==> src/rtl/systolic_feeder_if.sv <==
// Operand write port, control and skewed stream bus of the systolic array feeder.
// The master side writes operands and starts sequences; the slave side is the feeder.
interface systolic_feeder_if #(
  parameter int DATA_W = 8
);
  logic              wr_en;
  logic              wr_sel;
  logic [3:0]        wr_addr;
  logic [DATA_W-1:0] wr_data;
  logic              start;
  logic              busy;
  logic              arr_clear;
  logic              feed_done;
  logic [DATA_W-1:0] inp_west0;
  logic [DATA_W-1:0] inp_west4;
  logic [DATA_W-1:0] inp_west8;
  logic [DATA_W-1:0] inp_west12;
  logic [DATA_W-1:0] inp_north0;
  logic [DATA_W-1:0] inp_north1;
  logic [DATA_W-1:0] inp_north2;
  logic [DATA_W-1:0] inp_north3;

  modport master (
    output wr_en, wr_sel, wr_addr, wr_data, start,
    input  busy, arr_clear, feed_done,
    input  inp_west0, inp_west4, inp_west8, inp_west12,
    input  inp_north0, inp_north1, inp_north2, inp_north3
  );

  modport slave (
    input  wr_en, wr_sel, wr_addr, wr_data, start,
    output busy, arr_clear, feed_done,
    output inp_west0, inp_west4, inp_west8, inp_west12,
    output inp_north0, inp_north1, inp_north2, inp_north3
  );
endinterface

==> src/rtl/systolic_feeder.sv <==
// Operand staging for a 4x4 systolic array: buffers A/B, clears the array, then
// streams diagonally skewed A rows (west) and B columns (north), drains, and signals done.
module systolic_feeder #(
  parameter int DATA_W       = 8,
  parameter int DRAIN_CYCLES = 4
) (
  input  logic              clk,
  input  logic              rst,
  systolic_feeder_if.slave  bus
);

  typedef enum logic [2:0] {
    IDLE  = 3'd0,
    CLEAR = 3'd1,
    FEED  = 3'd2,
    DRAIN = 3'd3,
    DONE  = 3'd4
  } state_t;

  localparam logic [2:0] LAST_STEP  = 3'd6;
  localparam logic [3:0] LAST_DRAIN = 4'(DRAIN_CYCLES - 1);

  state_t            state_r;
  state_t            next_s;
  logic [2:0]        step_r;
  logic [2:0]        step_next_s;
  logic [3:0]        drain_r;
  logic [3:0]        drain_next_s;
  logic [DATA_W-1:0] a_r [16];
  logic [DATA_W-1:0] b_r [16];
  logic [DATA_W-1:0] west_r [4];
  logic [DATA_W-1:0] north_r [4];
  logic [DATA_W-1:0] west_next_s [4];
  logic [DATA_W-1:0] north_next_s [4];
  logic              busy_r;
  logic              clear_r;
  logic              done_r;
  logic              feed_next_s;

  // Sequence control: next state from current state, start and the counters
  always_comb begin
    next_s = state_r;
    case (state_r)
      IDLE: begin
        if (bus.start) next_s = CLEAR;
        else           next_s = IDLE;
      end
      CLEAR: next_s = FEED;
      FEED: begin
        if (step_r == LAST_STEP) next_s = DRAIN;
        else                     next_s = FEED;
      end
      DRAIN: begin
        if (drain_r == LAST_DRAIN) next_s = DONE;
        else                       next_s = DRAIN;
      end
      DONE:    next_s = IDLE;
      default: next_s = IDLE;
    endcase
  end

  // Step/drain counters restart at 0 on entry to their state
  always_comb begin
    step_next_s  = 3'd0;
    drain_next_s = 4'd0;
    if ((next_s == FEED) && (state_r == FEED)) step_next_s = step_r + 3'd1;
    else                                       step_next_s = 3'd0;
    if ((next_s == DRAIN) && (state_r == DRAIN)) drain_next_s = drain_r + 4'd1;
    else                                         drain_next_s = 4'd0;
  end

  // Skew decode: row i carries A[i][c] at step i+c, column j carries B[r][j] at step r+j
  always_comb begin
    feed_next_s = (next_s == FEED);
    for (int i = 0; i < 4; i++) begin
      west_next_s[i]  = '0;
      north_next_s[i] = '0;
    end
    for (int i = 0; i < 4; i++) begin
      for (int c = 0; c < 4; c++) begin
        west_next_s[i]  = west_next_s[i] |
                          ((feed_next_s && (step_next_s == 3'(i + c))) ? a_r[i*4 + c] : '0);
        north_next_s[i] = north_next_s[i] |
                          ((feed_next_s && (step_next_s == 3'(c + i))) ? b_r[c*4 + i] : '0);
      end
    end
  end

  // State, counters and registered outputs decoded from the next state
  always_ff @(posedge clk or negedge rst) begin
    if (!rst) begin
      state_r <= IDLE;
      step_r  <= 3'd0;
      drain_r <= 4'd0;
      busy_r  <= 1'b0;
      clear_r <= 1'b0;
      done_r  <= 1'b0;
      for (int i = 0; i < 4; i++) begin
        west_r[i]  <= '0;
        north_r[i] <= '0;
      end
    end else begin
      state_r <= next_s;
      step_r  <= step_next_s;
      drain_r <= drain_next_s;
      busy_r  <= (next_s != IDLE);
      clear_r <= (next_s == CLEAR);
      done_r  <= (next_s == DONE);
      for (int i = 0; i < 4; i++) begin
        west_r[i]  <= west_next_s[i];
        north_r[i] <= north_next_s[i];
      end
    end
  end

  // Operand buffers accept writes only while idle
  always_ff @(posedge clk or negedge rst) begin
    if (!rst) begin
      for (int k = 0; k < 16; k++) begin
        a_r[k] <= '0;
        b_r[k] <= '0;
      end
    end else if ((state_r == IDLE) && bus.wr_en) begin
      if (bus.wr_sel) b_r[bus.wr_addr] <= bus.wr_data;
      else            a_r[bus.wr_addr] <= bus.wr_data;
    end
  end

  assign bus.busy       = busy_r;
  assign bus.arr_clear  = clear_r;
  assign bus.feed_done  = done_r;
  assign bus.inp_west0  = west_r[0];
  assign bus.inp_west4  = west_r[1];
  assign bus.inp_west8  = west_r[2];
  assign bus.inp_west12 = west_r[3];
  assign bus.inp_north0 = north_r[0];
  assign bus.inp_north1 = north_r[1];
  assign bus.inp_north2 = north_r[2];
  assign bus.inp_north3 = north_r[3];

endmodule

==> src/flat_wrapper.sv <==
// flat-port wrapper written by rule: the top's interface ports become plain ports
module systolic_feeder_flat 
#(
  parameter int DATA_W       = 8,
  parameter int DRAIN_CYCLES = 4
)
  (clk, rst, bus_wr_en, bus_wr_sel, bus_wr_addr, bus_wr_data, bus_start, bus_busy, bus_arr_clear, bus_feed_done, bus_inp_west0, bus_inp_west4, bus_inp_west8, bus_inp_west12, bus_inp_north0, bus_inp_north1, bus_inp_north2, bus_inp_north3);
  systolic_feeder_if #(.DATA_W(DATA_W)) bus_i ();
  input  logic clk;
  input  logic rst;
  input wire logic [$bits(bus_i.wr_en)-1:0] bus_wr_en;
  input wire logic [$bits(bus_i.wr_sel)-1:0] bus_wr_sel;
  input wire logic [$bits(bus_i.wr_addr)-1:0] bus_wr_addr;
  input wire logic [$bits(bus_i.wr_data)-1:0] bus_wr_data;
  input wire logic [$bits(bus_i.start)-1:0] bus_start;
  output wire logic [$bits(bus_i.busy)-1:0] bus_busy;
  output wire logic [$bits(bus_i.arr_clear)-1:0] bus_arr_clear;
  output wire logic [$bits(bus_i.feed_done)-1:0] bus_feed_done;
  output wire logic [$bits(bus_i.inp_west0)-1:0] bus_inp_west0;
  output wire logic [$bits(bus_i.inp_west4)-1:0] bus_inp_west4;
  output wire logic [$bits(bus_i.inp_west8)-1:0] bus_inp_west8;
  output wire logic [$bits(bus_i.inp_west12)-1:0] bus_inp_west12;
  output wire logic [$bits(bus_i.inp_north0)-1:0] bus_inp_north0;
  output wire logic [$bits(bus_i.inp_north1)-1:0] bus_inp_north1;
  output wire logic [$bits(bus_i.inp_north2)-1:0] bus_inp_north2;
  output wire logic [$bits(bus_i.inp_north3)-1:0] bus_inp_north3;
  assign bus_i.wr_en = bus_wr_en;
  assign bus_i.wr_sel = bus_wr_sel;
  assign bus_i.wr_addr = bus_wr_addr;
  assign bus_i.wr_data = bus_wr_data;
  assign bus_i.start = bus_start;
  assign bus_busy = bus_i.busy;
  assign bus_arr_clear = bus_i.arr_clear;
  assign bus_feed_done = bus_i.feed_done;
  assign bus_inp_west0 = bus_i.inp_west0;
  assign bus_inp_west4 = bus_i.inp_west4;
  assign bus_inp_west8 = bus_i.inp_west8;
  assign bus_inp_west12 = bus_i.inp_west12;
  assign bus_inp_north0 = bus_i.inp_north0;
  assign bus_inp_north1 = bus_i.inp_north1;
  assign bus_inp_north2 = bus_i.inp_north2;
  assign bus_inp_north3 = bus_i.inp_north3;
  systolic_feeder #(.DATA_W(DATA_W), .DRAIN_CYCLES(DRAIN_CYCLES)) u_core (.clk(clk), .rst(rst), .bus(bus_i));
endmodule
==> config.mk <==
export PLATFORM = sky130hd
export DESIGN_NAME = systolic_feeder_flat
export DESIGN_NICKNAME = d
export VERILOG_FILES = /design/src/rtl/systolic_feeder_if.sv /design/src/rtl/systolic_feeder.sv /design/src/flat_wrapper.sv
export SDC_FILE = /design/constraint.sdc
export NUM_CORES = 1
export LEC_CHECK = 0
export CORE_ASPECT_RATIO = 0.9
export CORE_MARGIN = 3
export CORE_UTILIZATION = 45
export DETAILED_ROUTE_END_ITERATION = 10
export PLACE_DENSITY = 0.75
export SYNTH_ARGS = -nofsm -noshare
export SYNTH_HDL_FRONTEND = slang
export SYNTH_SLANG_ARGS = --single-unit
==> constraint.sdc <==
create_clock -name clk -period 5.9 [get_ports clk]
set_input_delay 0.59 -clock clk [delete_from_list [all_inputs] [get_ports clk]]
set_output_delay 0.59 -clock clk [all_outputs]
set_load 0.05 [all_outputs]
==> results.toml <==
[placed_design]
pre_cts_slack_ps = 1520
place_congestion = 0.759
dp.cells = 1433
post-dp-hpwl_um = 18400
placed_area_um2 = 15100
io_buffers = 83

[synth]
synthArstFlopShare_pct = 100
yosys.area.top_type = "dfrtp_1"
syn_area_per_cell_um2 = 13.9
synth_top_family_by_area = "multiplexers"
ys_warn_count = 0
yosys-top-cells-area = "dfrtp_1, mux2_2, mux2i_1"
synth_top_area_share_pct = 59.8
ys.flop_type = "dfrtp_1"
synth_edf_count = 0
synth_compound_area_share_pct = 5.85
netlist_instances = 999
yosys.area_share.simple_pct = 6.28
postSynthNetCount = 1019
synthAdderAreaFrac_pct = 0.270
yosys-mux-area-fraction_pct = 25.5
seq_area_frac_synth_pct = 59.8
synth_xor_area_share_pct = 0.189
synthDistinctLibCells = 46
ys_seq_elements = 333
synth_area_um2 = 13900

[pwr]
clock_power_share_pct = 35.8
internal-power_mw = 4.21
seqPwrFrac_pct = 43.1
finalPower_mw = 6.10
switchingPower_mw = 1.89
p_leak_nw = 7.78
power_density_nw_per_um2 = 375
pwr-share-comb_pct = 21.0
peakVddDrop_mv = 0.237
switching_share_pct = 31.0

[floorplan]
start_util_pct = 46.1
die_w_um = 191
die-area_um2 = 33100
coreArea_um2 = 30200
ioPinCount = 84
die_y_um = 173
core.rowCount = 60

[global_route]
antenna_found_initial = 1
grt_pass1_vias = 8752
grt_usage_pct = 19.0
grt_max_degree = 163
globalRoute.totalOverflow = 0
grt_pass1_wl_um = 50100

[sta]
skew_ps = 21.0
whs_ps = 174
period_needed_ps = 4430
finalSetupTns_ps = 0
drv_slew = 0
setup_slack_ps = 1470
hold_violations = 0
maxSlewHeadroom_pct = 11.2
setup_viol = 0
worst_slew_pin_slew_ps = 1330
clock.fmax_mhz = 226
rsz0062_at_grt = "no"
fin_crit_sh_pct = 75.1

[cts]
cts_buffers = 34
clk_pin_slew_worst_paths_ps = 60
clkLatencyLatePin_ps = 510
cts-root-buf = "clkbuf_16"
clock-sinks = 333
cts_tree = "done"
cts-resized-gates = 0
cts_max_level = 2
clockBufferDepth = 3
cts_hold_buffers = 0
post-cts-setup-buffer-count = 0

[worst_hold_path]
hp-class = "input port to async pin"

[worst_setup_path]
worst_ep_arrival_time_ps = 4810
cp.required_ps = 6280
startpoint = "u_core.step_r[0]"
endpoint_kind = "register"
critPathCapture = "u_core.bus.inp_north1[1]"
criticalPathCategory = "register to register"
timing.rr.end = "u_core.bus.inp_north1[1]"
ff2ff_setup_slack_ps = 1470
cp_max_fo = 37
cp-start-kind = "register"
reg2reg_depth = 6
regToRegStartpoint = "u_core.step_r[0]"

[drt]
vias = 8388
drt-total-wl_um = 31000
wl_per_cell_um = 20.7
route.detailed.drc = 0
drt-initial-drc-count = 593
drt.antenna.violating_nets = 0
via_per_inst = 5.61
dr.pass1.iters = 5

[layout]
finalNonFillerCells = 1494
drive_gt1_share_pct = 33.6
syn2layout_area_growth_pct = 16.9
diodes = 0
final_core_util_pct = 53.9
nNetsFinal = 1086
final_common_cell = "dfrtp_1"
design_area_um2 = 16300
final_cell_mix = "dfrtp_1, mux2_2, clkdlybuf4s50_1, mux2i_1, nand2_1"

[status]
status = "finished, final reports clean"

[run]
cap_viol_max_count = 0
## power by group through the flow
stage	clock, mW	combinational, mW	sequential [mW]
3_5_place_dp	0	1.28	2.67
2_1_floorplan	0	0.785	2.71
5_1_grt	2.33	1.37	2.65
3_3_place_gp	0	1.26	2.67
4_1_cts	2.23	1.29	2.63
6_report	2.19	1.28	2.63
## layout make-up
cell class	count	area, µm²
clock buffer	53	1060
tap	403	504
inverter	3	11.3
multi-input combinational	595	5310
sequential	333	8340
timing repair buffer	99	968
clock inverter	8	93.8
fill	2501	13900
## worst min-delay path by stage
stage,end
after floorplan,u_core.a_r[0]
after global routing,u_core.b_r[67]
final,u_core.b_r[99]
after global placement,u_core.drain_r[0]
after detailed placement,u_core.bus.inp_west12[2]
after CTS,u_core.b_r[67]
## cell usage after synthesis (2+ instances only)
cell / count
dfrtp_1: 333
mux2_2: 271
clkbuf_1: 51
mux2i_1: 50
nand2_1: 49
nor2_1: 46
a221o_1: 32
a31oi_1: 17
and2_1: 17
o21ai_0: 16
o221ai_1: 16
a22oi_1: 14
nor2_2: 12
buf_2: 9
buf_1: 6
nand3_1: 6
nor2b_1: 5
nor3_2: 4
ha_1: 3
inv_1: 3
nand2b_1: 3
nand4b_1: 3
nor3_1: 3
nor3b_1: 3
and3_1: 2
nand3_2: 2
nand4_1: 2
or3b_2: 2
xor2_1: 2
## critical path: stages, from the launching register on
cell,delay [ps]
dfrtp_4,850
inv_1,550
ha_1,1090
a211o_1,1000
buf_4,430
nor2_1,90
a221o_1,270
## flip-flops by register name (all words and copies together) (netlist names), 3 cells and up
signal                 flops
u_core.a_r               128
u_core.bus.inp_west0       8
u_core.bus.inp_west8       8
u_core.b_r               128
u_core.bus.inp_west4       8
u_core.bus.inp_north2      8
u_core.bus.inp_north1      8
u_core.bus.inp_west12      8
u_core.drain_r             4
u_core.state_r             3
u_core.bus.inp_north0      8
u_core.step_r              3
u_core.bus.inp_north3      8
## logic make-up (layout without fill, tap and decap cells)
group,count (synthesis),count (layout)
flops,333,333
mux,321,321
simple gates,167,167
compound gates,101,101
buf+inv,71,163
fa+ha+maj,3,3
xor+xnor,3,3
## layer usage
| metal | part of all wire (%) | global-route usage [%] | vias to the layer above |
|---|---|---|---|
| li1 | - | - | 3746 |
| met1 | 47 | 27.5 | 4413 |
| met2 | 47 | 30.3 | 179 |
| met3 | 3.9 | 2.94 | 48 |
| met4 | 2.0 | 4.65 | 2 |
| met5 | 0.055 | 0 | - |
No activity file was read; power rests on OpenSTA's default activity.
